$ cat config.mk
export PLATFORM = sky130hd
export DESIGN_NAME = seg_display_scanner_flat
export DESIGN_NICKNAME = d
export VERILOG_FILES = /design/src/rtl/disp_pkg.sv /design/src/rtl/seg_display_scanner_if.sv /design/src/rtl/seg_display_scanner_refresh_counter.sv /design/src/rtl/seg_display_scanner.sv /design/src/flat_wrapper.sv
export SDC_FILE = /design/constraint.sdc
export NUM_CORES = 1
export LEC_CHECK = 0
export CAP_MARGIN = 20
export CELL_PAD_IN_SITES_DETAIL_PLACEMENT = 1
export CELL_PAD_IN_SITES_GLOBAL_PLACEMENT = 1
export CORE_AREA = 2 2 98 100
export CTS_BUF_LIST = sky130_fd_sc_hd__clkbuf_16
export DETAILED_ROUTE_END_ITERATION = 16
export DIE_AREA = 0 0 100 102
export PLACE_DENSITY_LB_ADDON = 0.1
export SLEW_MARGIN = 30
export SYNTH_ARGS = -nofsm -noshare
export SYNTH_HDL_FRONTEND = slang
export SYNTH_HIERARCHICAL = 1
export SYNTH_SLANG_ARGS = --single-unit
$ cat constraint.sdc
create_clock -name clk_i -period 2.6 [get_ports clk_i]
set_input_delay 0.52 -clock clk_i [delete_from_list [all_inputs] [get_ports clk_i]]
set_output_delay 0.52 -clock clk_i [all_outputs]
set_load 0.005 [all_outputs]
$ cat src/rtl/disp_pkg.sv
// Shared display definitions: blank pattern, active-low glyphs, scan phase type
// and the slot counter width helper.
package disp_pkg;

   localparam logic [7:0] SEG_BLANK = 8'hFF;
   localparam logic [7:0] GLYPH_E   = 8'b00110001;
   localparam logic [7:0] GLYPH_O   = 8'b00000011;

   typedef enum logic {
      PH_BLANK = 1'b0,
      PH_DRIVE = 1'b1
   } phase_e;

   function automatic int slot_width(input int digit_cyc);
      return (digit_cyc > 2) ? $clog2(digit_cyc) : 1;
   endfunction

   function automatic logic [7:0] glyph_digit(input logic [3:0] d);
      logic [7:0] g;
      g = SEG_BLANK;
      case (d)
         4'd0: g = 8'b00000011;
         4'd1: g = 8'b10011111;
         4'd2: g = 8'b00100101;
         4'd3: g = 8'b00001101;
         4'd4: g = 8'b10011001;
         4'd5: g = 8'b01001001;
         4'd6: g = 8'b01000001;
         4'd7: g = 8'b00011111;
         4'd8: g = 8'b00000001;
         4'd9: g = 8'b00001001;
         default: g = SEG_BLANK;
      endcase
      return g;
   endfunction

endpackage

$ cat src/rtl/seg_display_scanner_if.sv
// Pattern input and pin-level outputs of the display scanner; the scanner
// takes the slave side, the pattern producer the master side.
interface seg_display_scanner_if #(
   parameter int N_LED    = 8,
   parameter int N_LED_AN = 4
);
   logic [N_LED*N_LED_AN-1:0] seg_data_i;
   logic                      load_i;
   logic [N_LED-1:0]          led_o;
   logic [N_LED_AN-1:0]       led_an_o;
   logic                      frame_o;

   modport master (output seg_data_i, load_i, input led_o, led_an_o, frame_o);
   modport slave  (input seg_data_i, load_i, output led_o, led_an_o, frame_o);
endinterface

$ cat src/rtl/seg_display_scanner_refresh_counter.sv
// Slot counter and digit index for the scan; strobes the last cycle of a frame.
// Free-running, no stall input; strobes are combinational from registered state.
module refresh_counter
   import disp_pkg::*;
#(
   parameter int DIGIT_CYC = 100000,
   parameter int N_LED_AN  = 4,
   localparam int CW = slot_width(DIGIT_CYC),
   localparam int IW = (N_LED_AN > 1) ? $clog2(N_LED_AN) : 1
) (
   input  logic          clk_i,
   input  logic          rst_i,
   output logic [CW-1:0] o_cnt,
   output logic [IW-1:0] o_idx,
   output logic          o_frame_end
);

   localparam logic [CW-1:0] CNT_LAST = CW'(DIGIT_CYC - 1);
   localparam logic [IW-1:0] IDX_LAST = IW'(N_LED_AN - 1);

   logic [CW-1:0] r_cnt;
   logic [IW-1:0] r_idx;
   logic          w_slot_end;

   assign w_slot_end  = (r_cnt == CNT_LAST);
   assign o_frame_end = w_slot_end && (r_idx == IDX_LAST);
   assign o_cnt       = r_cnt;
   assign o_idx       = r_idx;

   always_ff @(posedge clk_i or posedge rst_i) begin
      if (rst_i) begin
         r_cnt <= '0;
         r_idx <= '0;
      end else if (w_slot_end) begin
         r_cnt <= '0;
         r_idx <= (r_idx == IDX_LAST) ? '0 : r_idx + IW'(1);
      end else begin
         r_cnt <= r_cnt + CW'(1);
      end
   end

endmodule

$ cat src/rtl/seg_display_scanner.sv
// Multiplexed common-anode 7-segment driver with frame-aligned double buffering.
// Outputs registered one cycle behind the scan counter; load_i is always accepted.
module seg_display_scanner
   import disp_pkg::*;
#(
   parameter int N_LED     = 8,
   parameter int N_LED_AN  = 4,
   parameter int DIGIT_CYC = 100000,
   parameter int BLANK_CYC = 1000
) (
   input logic                   clk_i,
   input logic                   rst_i,
   seg_display_scanner_if.slave  bus
);

   localparam int CW = slot_width(DIGIT_CYC);
   localparam int IW = (N_LED_AN > 1) ? $clog2(N_LED_AN) : 1;
   localparam int DW = N_LED * N_LED_AN;

   if (DIGIT_CYC < 2) begin : g_bad_digit_cyc
      $error("seg_display_scanner: DIGIT_CYC must be at least 2");
   end
   if (BLANK_CYC < 1 || BLANK_CYC >= DIGIT_CYC) begin : g_bad_blank_cyc
      $error("seg_display_scanner: BLANK_CYC must satisfy 1 <= BLANK_CYC < DIGIT_CYC");
   end
   if (N_LED < 1 || N_LED_AN < 1) begin : g_bad_width
      $error("seg_display_scanner: N_LED and N_LED_AN must be positive");
   end

   logic [CW-1:0]       w_cnt;
   logic [IW-1:0]       w_idx;
   logic                w_frame_end;
   phase_e              w_phase;
   logic [N_LED-1:0]    w_led;
   logic [N_LED_AN-1:0] w_an;

   logic [DW-1:0]       r_staged;
   logic [DW-1:0]       r_shadow;
   logic                r_pending;
   logic [N_LED-1:0]    r_led;
   logic [N_LED_AN-1:0] r_an;
   logic                r_frame;

   refresh_counter #(
      .DIGIT_CYC (DIGIT_CYC),
      .N_LED_AN  (N_LED_AN)
   ) u_refresh_counter (
      .clk_i       (clk_i),
      .rst_i       (rst_i),
      .o_cnt       (w_cnt),
      .o_idx       (w_idx),
      .o_frame_end (w_frame_end)
   );

   // A load on the frame-end cycle goes straight to the shadow so it is not lost a frame.
   always_ff @(posedge clk_i or posedge rst_i) begin
      if (rst_i) begin
         r_staged  <= '1;
         r_shadow  <= '1;
         r_pending <= 1'b0;
      end else begin
         if (bus.load_i) begin
            r_staged <= bus.seg_data_i;
         end
         if (w_frame_end) begin
            if (bus.load_i) begin
               r_shadow <= bus.seg_data_i;
            end else if (r_pending) begin
               r_shadow <= r_staged;
            end
            r_pending <= 1'b0;
         end else if (bus.load_i) begin
            r_pending <= 1'b1;
         end
      end
   end

   assign w_phase = (w_cnt < CW'(BLANK_CYC)) ? PH_BLANK : PH_DRIVE;

   always_comb begin
      w_led = '1;
      w_an  = '1;
      if (w_phase == PH_DRIVE) begin
         w_led = r_shadow[w_idx*N_LED +: N_LED];
         w_an  = ~(N_LED_AN'(1) << w_idx);
      end
   end

   always_ff @(posedge clk_i or posedge rst_i) begin
      if (rst_i) begin
         r_led   <= '1;
         r_an    <= '1;
         r_frame <= 1'b0;
      end else begin
         r_led   <= w_led;
         r_an    <= w_an;
         r_frame <= w_frame_end;
      end
   end

   assign bus.led_o    = r_led;
   assign bus.led_an_o = r_an;
   assign bus.frame_o  = r_frame;

endmodule

$ cat src/flat_wrapper.sv
// flat-port wrapper written by rule: the top's interface ports become plain ports
module seg_display_scanner_flat import disp_pkg::*;
#(
   parameter int N_LED     = 8,
   parameter int N_LED_AN  = 4,
   parameter int DIGIT_CYC = 100000,
   parameter int BLANK_CYC = 1000
)
  (clk_i, rst_i, bus_seg_data_i, bus_load_i, bus_led_o, bus_led_an_o, bus_frame_o);
  seg_display_scanner_if #(.N_LED(N_LED), .N_LED_AN(N_LED_AN)) bus_i ();
  input logic clk_i;
  input logic rst_i;
  input wire logic [$bits(bus_i.seg_data_i)-1:0] bus_seg_data_i;
  input wire logic [$bits(bus_i.load_i)-1:0] bus_load_i;
  output wire logic [$bits(bus_i.led_o)-1:0] bus_led_o;
  output wire logic [$bits(bus_i.led_an_o)-1:0] bus_led_an_o;
  output wire logic [$bits(bus_i.frame_o)-1:0] bus_frame_o;
  assign bus_i.seg_data_i = bus_seg_data_i;
  assign bus_i.load_i = bus_load_i;
  assign bus_led_o = bus_i.led_o;
  assign bus_led_an_o = bus_i.led_an_o;
  assign bus_frame_o = bus_i.frame_o;
  seg_display_scanner #(.N_LED(N_LED), .N_LED_AN(N_LED_AN), .DIGIT_CYC(DIGIT_CYC), .BLANK_CYC(BLANK_CYC)) u_core (.clk_i(clk_i), .rst_i(rst_i), .bus(bus_i));
endmodule
Yosys cells after proc, flatten, opt, wreduce, memory -nomap -nowiden --
Cells that the tools add are included.
Storage, ports and cells: output and inout bits 13, input port bits 35, word-level logic and storage cells 28, flip-flop bits (word level) 97
Cells by class: bitwise gates (word level) 1, equality and inequality tests 2, add/subtract/negate cells 2, magnitude comparators 1, reduce and logical (&&, ||, !) cells 4, shift operators 2, muxes and demuxes 8
Operators with widths (count):
- 32-bit 2-to-1 mux | 2
- 32-bit by 6-bit variable part select with 8-bit output | 1
- 17-bit by 1-bit adder with 17-bit output, second input constant | 1
- 17-bit == test, second input constant | 1
- 17-bit by 10-bit < comparator with 1-bit output, second input constant | 1
- 17-bit 2-to-1 mux | 1
- 8-bit 2-to-1 mux | 1
- 4-bit 2-to-1 mux | 1
- 4-bit NOT | 1
- 2-bit nonzero test | 2
- 1-bit by 2-bit << shifter with 4-bit output, first input constant | 1
- 2-bit by 1-bit adder with 2-bit output, second input constant | 1
- 2-bit == test, second input constant | 1
- 1-bit 2-to-1 mux | 2
- 2-bit 2-to-1 mux | 1
- 2-bit AND reduction | 1
- 1-bit logical AND | 1

Logic depth before layout (Yosys ltp) --
Gate-level depths: netlist of run 1.
depth after elaboration 3, depth in mapped cells 6, gate-level depth less buffers 5

Modules after synthesis --
Netlist of run 1, hierarchy kept.
By module, submodules not included:
- seg_display_scanner | instances 1, cells each 186, sequential area each 2047.0 µm², area an instance 3295.7 µm²
- refresh_counter | instances 1, cells each 85, sequential area each 475.5 µm², area an instance 912.1 µm²

Least setup slack after synthesis of run 1 --
No wires, ideal clock.
path type register to register, start point reg u_core.u_refresh_counter.r_cnt[8] (netlist: u_core/u_refresh_counter/o_cnt[8]), end point reg u_core.r_shadow[4], arrival 2.049 ns, setup slack 0.466 ns, library setup time 0.085 ns, stages on the path, launching flop included 6, path buffers 1, path through dfrtp_1 or4b_2 nor4_1 o21ai_2 buf_4 mux2_1
On the way: longest elaborated chain between the ends 3
RTL lines:
- start: declaration | line seg_display_scanner_refresh_counter.sv:21 | logic [CW-1:0] r_cnt;
- start signal: assignment | line seg_display_scanner_refresh_counter.sv:38 | r_cnt <= r_cnt + CW'(1);
- 17-bit == test | line seg_display_scanner_refresh_counter.sv:25 | assign w_slot_end = (r_cnt == CNT_LAST);
- 1-bit logical AND | line seg_display_scanner_refresh_counter.sv:26 | assign o_frame_end = w_slot_end && (r_idx == IDX_LAST);
- net u_core.w_frame_end | line seg_display_scanner.sv:32 | logic w_frame_end;
- 2-bit AND reduction (no source line)
- end signal: assignment | line seg_display_scanner.sv:67 | r_shadow <= bus.seg_data_i;
- end signal: assignment | line seg_display_scanner.sv:69 | r_shadow <= r_staged;
- end: declaration | line seg_display_scanner.sv:38 | logic [DW-1:0] r_shadow;
The timed path passes the listed nets, and every way through them passes these cells. A chain may end at the register's enable or synchronous reset.

Final worst setup path of run 1 --
Ends and elaborated chain as after synthesis.

==> impl_metrics.tcl, run 1 <==
set metrics [dict create \
    antenna_found_initial 0 \
    path_cells "or4b_2, nor4_1, buf_4, o21ai_4, buf_16, mux2_1" \
    tns_ps 0 \
    cts-resized-gates 0 \
    grt_start_max_net_pins 46 \
    clockBufferDepth 2 \
    insertion_delay_ps 340 \
    design.die.area_um2 10200 \
    die_y_um 102 \
    cp-start-kind "flop" \
    fillerInstances 893 \
    syn_inst 271 \
    vdd_drop_max_uv 274.2 \
    synth_nets 308 \
    yosys_register_bits 97 \
    r2r_cells 6 \
    cts_tree "yes" \
    p_per_area_nw_per_um2 601.7 \
    hold_viol_final 0 \
    cts_made_buffers 9 \
    yosysSeqAreaShare_pct 59.95 \
    cp_max_fo 18 \
    finalNetCount 363 \
    drv_slew 0 \
    finalClockSkew_ps 12.53 \
    max-cap-violations 0 \
    syn_to_final_growth_pct 21.11 \
    clkTransAtPathRegs_ps 70 \
    ioPinCount 48 \
    cts_setup_buffers 0 \
    hold_slack_ps 536.1 \
    min_period_over_period_pct 88.50 \
    gp_congestion 0.7805 \
    place_hpwl_mm 5.252 \
    synth_top_area_share_pct 47.46 \
    initialDrtViolationCount 36 \
    max_stage_delay_ps 680 \
    io_buffer_count 47 \
    start_util_pct 46.20 \
    yosysMostFrequentCell "dfstp_2" \
    synth-edff-count 0 \
    power_mw 3.066 \
    n_antenna_cell 0 \
    relSlewSlack_pct 50.04 \
    total_leakage_power_nw 2.137 \
    max_freq_ghz 0.4346 \
    synth_cell_type_count 31 \
    synth_common_cells "76 x dfstp_2, 34 x mux2_2, 30 x mux2_4, 21 x dfrtp_1, 16 x nor2_1" \
    yosys_warnings 6 \
    avgSynthCellArea_um2 15.53 \
    status "completed" \
    end_kind "flop" \
    worst_pin_slew_ps 748.5 \
    criticalPathCategory "flop to flop" \
    yosysTopAreaCell "dfstp_2" \
    antenna_left 0 \
    dr.pass1.iters 4 \
    drt_wl_total_mm 7.978 \
    overflow 0 \
    crit_slowest_cell "or4b_2" \
    setup_viol 0 \
    async_flop_share_pct 100.0 \
    num_vias 2320 \
    root_buffer "clkbuf_16" \
    grt_pass1_vias 2573 \
    cts.sinks 97 \
    grt_pass1_wl_mm 13.46 \
    synth_ff_type "dfstp_2" \
    vias_per_cell 5.249 \
    cp.required_ps 2870 \
    wl_per_cell_um 18.05 \
    drc 0 \
    min_delay_path_depth 1 \
    synth_area_leaders "dfstp_2 47%, dfrtp_1 12%, mux2_4 11%" \
    worstHoldPathType "flop to flop" \
    grt_usage_pct 17.29 \
    cts-htree-levels 3 \
    cts.hold.buffers_added 0 \
    syn_area_um2 4208 \
    core_um2 9109 \
    grt_setup_unrepaired "false" \
    finalCriticalPeriod_ps 2301 \
    fp.dieW_um 100 \
    placementRows 35 \
    cp.arrival_ps 2570 \
    drive_above_1_share_pct 53.78 \
]
-- kinds of logic (layout without fill, tap and decap cells) --
group / count (synthesis) / count (layout) / synth area share, %
flip-flops: 97 / 97 / 59.95
multiplexers: 74 / 74 / 24.62
AND/OR/NAND/NOR: 52 / 52 / 6.572
buffers and inverters: 17 / 77 / 2.854
XOR/XNOR: 15 / 15 / 3.122
AO/OA/AOI/OAI: 14 / 14 / 2.290
adder cells (fa/ha/maj): 2 / 2 / 0.5946
-- worst paths after layout --
path	from	endpoint	slack, ps
setup reg to reg	u_core/u_refresh_counter/o_cnt[8]$_DFF_PP0_	u_core/r_shadow[4]$_DFFE_PP1P_	300
hold / removal	u_core/u_refresh_counter/o_cnt[12]$_DFF_PP0_	u_core/u_refresh_counter/o_cnt[12]$_DFF_PP0_	540
max in group asynchronous	rst_i	u_core/u_refresh_counter/o_cnt[9]$_DFF_PP0_	1440
setup / recovery	u_core/u_refresh_counter/o_cnt[8]$_DFF_PP0_	u_core/r_shadow[4]$_DFFE_PP1P_	300
min in group asynchronous	rst_i	u_core/r_pending$_DFFE_PP0P_	640
hold reg to reg	u_core/u_refresh_counter/o_cnt[12]$_DFF_PP0_	u_core/u_refresh_counter/o_cnt[12]$_DFF_PP0_	540
-- cell usage in the layout, fill, tap and decap left out, types with 2 or more instances in the layout --
master            n
clkdlybuf4s50_1  46
ha_1              2
mux4_2            8
inv_1             4
xnor2_1           9
mux2_2           34
nor2b_1           3
nand3_1           5
o21ai_0           4
nor4_1            6
buf_4             8
dfrtp_1          21
dfstp_2          76
nor2_1           16
clkinv_4          3
nand2_1           5
nor3_1            5
mux2_1            2
xor2_1            6
o21bai_1          8
clkbuf_16         9
mux2_4           30
nand4_1           6
inv_6             2
-- area by class of cell --
| type | count | area, um^2 | area share [%] |
|---|---|---|---|
| Timing Repair Buffer | 56 | 553.0 | 10.85 |
| Sequential cell | 97 | 2522 | 49.50 |
| Inverter | 5 | 18.77 | 0.3683 |
| Multi-Input combinational cell | 157 | 1573 | 30.86 |
| Clock inverter | 7 | 65.06 | 1.277 |
| Tap cell | 111 | 138.9 | 2.725 |
| Clock buffer | 9 | 225.2 | 4.419 |
-- registers in the layout (all words and copies together), names as in the netlist --
| signal | count |
|---|---|
| u_core/bus.frame_o | 1 |
| u_core/bus.led_an_o | 4 |
| u_core/bus.led_o | 8 |
| u_core/r_pending | 1 |
| u_core/r_shadow | 32 |
| u_core/r_staged | 32 |
| u_core/u_refresh_counter/o_cnt | 17 |
| u_core/u_refresh_counter/o_idx | 2 |
-- worst max-delay path, delay by kind of cell, from the launching register on --
family | cells | cell delay (ps)
muxes | 1 | 330
DFF | 1 | 430
AOI/OAI and AO/OA | 1 | 170
buffers and inverters | 2 | 410
and+or+nand+nor | 2 | 880
-- stage by stage --
step / instance area, um^2 / utilization, % / worst slack, ps / cells
after floorplan: 4208 / - / 210.7 / 271
after global placement: 4778 / 52.46 / 384.8 / 425
after detailed placement: 4806 / 52.76 / 310.7 / 426
after CTS: 5096 / 55.95 / 313.3 / 442
after global routing: 5096 / 55.95 / 212.0 / 442
final: 5096 / 55.95 / 299.0 / 442
-- report_power, final --
| group | internal (mW) | switching [mW] |
|---|---|---|
| sequential | 1.60 | 0.0139 |
| clock | 0.667 | 0.588 |
| combinational | 0.120 | 0.0801 |
-- per-layer routing --
layer / global-route usage (%) / vias to the layer above / part of all wire [%]
met2: 27.70 / 36 / 49
met3: 3.146 / 11 / 2.6
met4: 6.639 / 0 / 1.5
met5: 0 / - / 0
met1: 23.75 / 1197 / 47
li1: - / 1076 / -
(Power assumes the default switching activity.)
==> run 2: changes to the inputs <==
--- a/config.mk
+++ b/config.mk
@@ -12,7 +12,10 @@
 export CTS_BUF_LIST = sky130_fd_sc_hd__clkbuf_16
 export DETAILED_ROUTE_END_ITERATION = 16
 export DIE_AREA = 0 0 100 102
+export HOLD_SLACK_MARGIN = 0.12
 export PLACE_DENSITY_LB_ADDON = 0.1
+export RECOVER_POWER = 100
+export SETUP_SLACK_MARGIN = 0.4
 export SLEW_MARGIN = 30
 export SYNTH_ARGS = -nofsm -noshare
 export SYNTH_HDL_FRONTEND = slang
==> run 2 against run 1 <==
Net effect: combinational power is 22% lower; register-to-register slack better by 20 ps; setup slack better by 18 ps; cell area is 1.6% lower; clock-buffer cell count stayed put; die area stayed put; global-route usage is 0.14 points lower; critical path depth stayed put; clock skew is 2.7 ps lower; sequential power hardly changed; critical path type unchanged; critical endpoint is now u_core/r_shadow[8]$_DFFE_PP1P_.
==> impl_metrics.tcl, run 2 (synthesized netlist as in run 1, its figures left out) <==
set metrics [dict create \
    status "completed" \
    placementRows 35 \
    cts.hold.buffers_added 0 \
    drc 0 \
    grt_pass1_wl_mm 13.34 \
    wl_per_cell_um 17.86 \
    globalRouteMet3Util_pct 2.736 \
    io_buffer_count 47 \
    syn_to_final_growth_pct 19.21 \
    power_mw 3.031 \
    hold_slack_ps 537.7 \
    n_antenna_cell 0 \
    clkTransAtPathRegs_ps 70 \
    clockBufferDepth 2 \
    design.die.area_um2 10200 \
    final_common_cell "dfstp_2" \
    relSlewSlack_pct 4.285 \
    cp.required_ps 2860 \
    finalNetCount 368 \
    finalClockSkew_ps 9.866 \
    crit_start "u_core/u_refresh_counter/o_cnt[8]$_DFF_PP0_" \
    drv_slew 0 \
    cts.sinks 97 \
    fillerInstances 899 \
    worst_pin_slew_ps 1436 \
    antenna_found_initial 0 \
    cts-htree-levels 3 \
    clkPwrFrac_pct 41.8 \
    grt_usage_pct 17.15 \
    final_cell_mix "76 x dfstp_2, 34 x mux2_1, 32 x clkdlybuf4s50_1" \
    grt_util_met1_pct 22.56 \
    drt_wl_total_mm 7.983 \
    instances_no_fill 447 \
    hold_viol_final 0 \
    dr.pass1.iters 4 \
    cts_made_buffers 9 \
    power.share.sequential_pct 53.1 \
    insertion_delay_ps 340 \
    sw_frac_of_total_pct 22.61 \
    start_util_pct 46.20 \
    dp.cells 426 \
    vdd_drop_max_uv 296.1 \
    setup_viol 0 \
    cp-start-kind "flop" \
    root_buffer "clkbuf_16" \
    grtUsageMet2_pct 29.05 \
    p_per_area_nw_per_um2 604.3 \
    r2r_setup_slack_ps 320 \
    max-cap-violations 0 \
    grt-busiest-layer "met2" \
    max_freq_ghz 0.4380 \
    min_period_over_period_pct 87.81 \
    worstHoldPathType "flop to flop" \
    total_leakage_power_nw 1.995 \
    antenna_left 0 \
    ioPinCount 48 \
    tns_ps 0 \
    fp.dieW_um 100 \
    cp.arrival_ps 2550 \
    place_hpwl_mm 5.306 \
    cts_tree "yes" \
    combPwrFrac_pct 5.2 \
    overflow 0 \
    grt_start_max_net_pins 53 \
    core_um2 9109 \
    finalCriticalPeriod_ps 2283 \
    r2r-start "u_core/u_refresh_counter/o_cnt[8]$_DFF_PP0_" \
    drive_above_1_share_pct 43.15 \
    gp_congestion 0.8120 \
    p_switching_mw 0.6855 \
    grt_pass1_vias 2570 \
    cp_max_fo 20 \
    vias_per_cell 5.257 \
    num_vias 2350 \
    grt_setup_unrepaired "false" \
    die_y_um 102 \
    initialDrtViolationCount 52 \
    criticalPathCategory "flop to flop" \
    end_kind "flop" \
    intPower_mw 2.346 \
    worstHoldStart "u_core/u_refresh_counter/o_cnt[8]$_DFF_PP0_" \
]
run 2: final cells by class:
| type | count | area, um^2 | area share (%) |
|---|---|---|---|
| Clock buffer | 9 | 225.2 | 4.490 |
| Inverter | 5 | 22.52 | 0.4490 |
| Multi-Input combinational cell | 157 | 1463 | 29.16 |
| Clock inverter | 7 | 61.31 | 1.222 |
| Sequential cell | 97 | 2522 | 50.29 |
| Tap cell | 111 | 138.9 | 2.769 |
| Timing Repair Buffer | 61 | 583.1 | 11.62 |
run 2: worst paths after layout:
kind / end / cells past startpoint
min: u_core/u_refresh_counter/o_cnt[8]$_DFF_PP0_ / 1
max: u_core/r_shadow[8]$_DFFE_PP1P_ / 6
min in group asynchronous: u_core/u_refresh_counter/o_idx[1]$_DFFE_PP0N_ / 2
max reg2reg: u_core/r_shadow[8]$_DFFE_PP1P_ / 6
max in group asynchronous: u_core/bus.frame_o$_DFF_PP0_ / 3
min reg2reg: u_core/u_refresh_counter/o_cnt[8]$_DFF_PP0_ / 1
run 2: metrics by stage:
stage	cell area, um^2	utilization [%]	setup slack (ps)
floorplan	4212	-	466.4
global placement	4782	52.50	405.0
detailed placement	4810	52.80	412.6
CTS	5110	56.10	414.3
global route	5016	55.07	206.6
finish	5016	55.07	316.8
run 2: what timing repair did:
action / CTS / global route
gates resized for setup: 1 / 0
pin swaps: 1 / 0
endpoints found under the setup margin: 20 / 20
buffers inserted: 1 / 4
run 2: critical path, cell delays in order, from the launching register on:
cell,delay (ps)
dfrtp_1,430
or4b_2,670
nor4_1,220
clkbuf_1,230
o21ai_4,140
buf_16,180
mux2_1,320
run 2: power by group through the flow:
stage	sequential, mW	clock, mW	combinational (mW)
detailed placement	1.64	0	0.207
global route	1.61	1.36	0.176
global placement	1.63	0	0.203
finish	1.61	1.27	0.156
floorplan	1.63	0	0.129
CTS	1.61	1.31	0.208
run 2: routing by layer:
layer	up-vias	share of wire, %	wire length, um
met5	-	0	0
met4	0	1.6	125
met3	9	3.1	246
met2	37	51	4038
met1	1219	45	3571
li1	1085	-	-
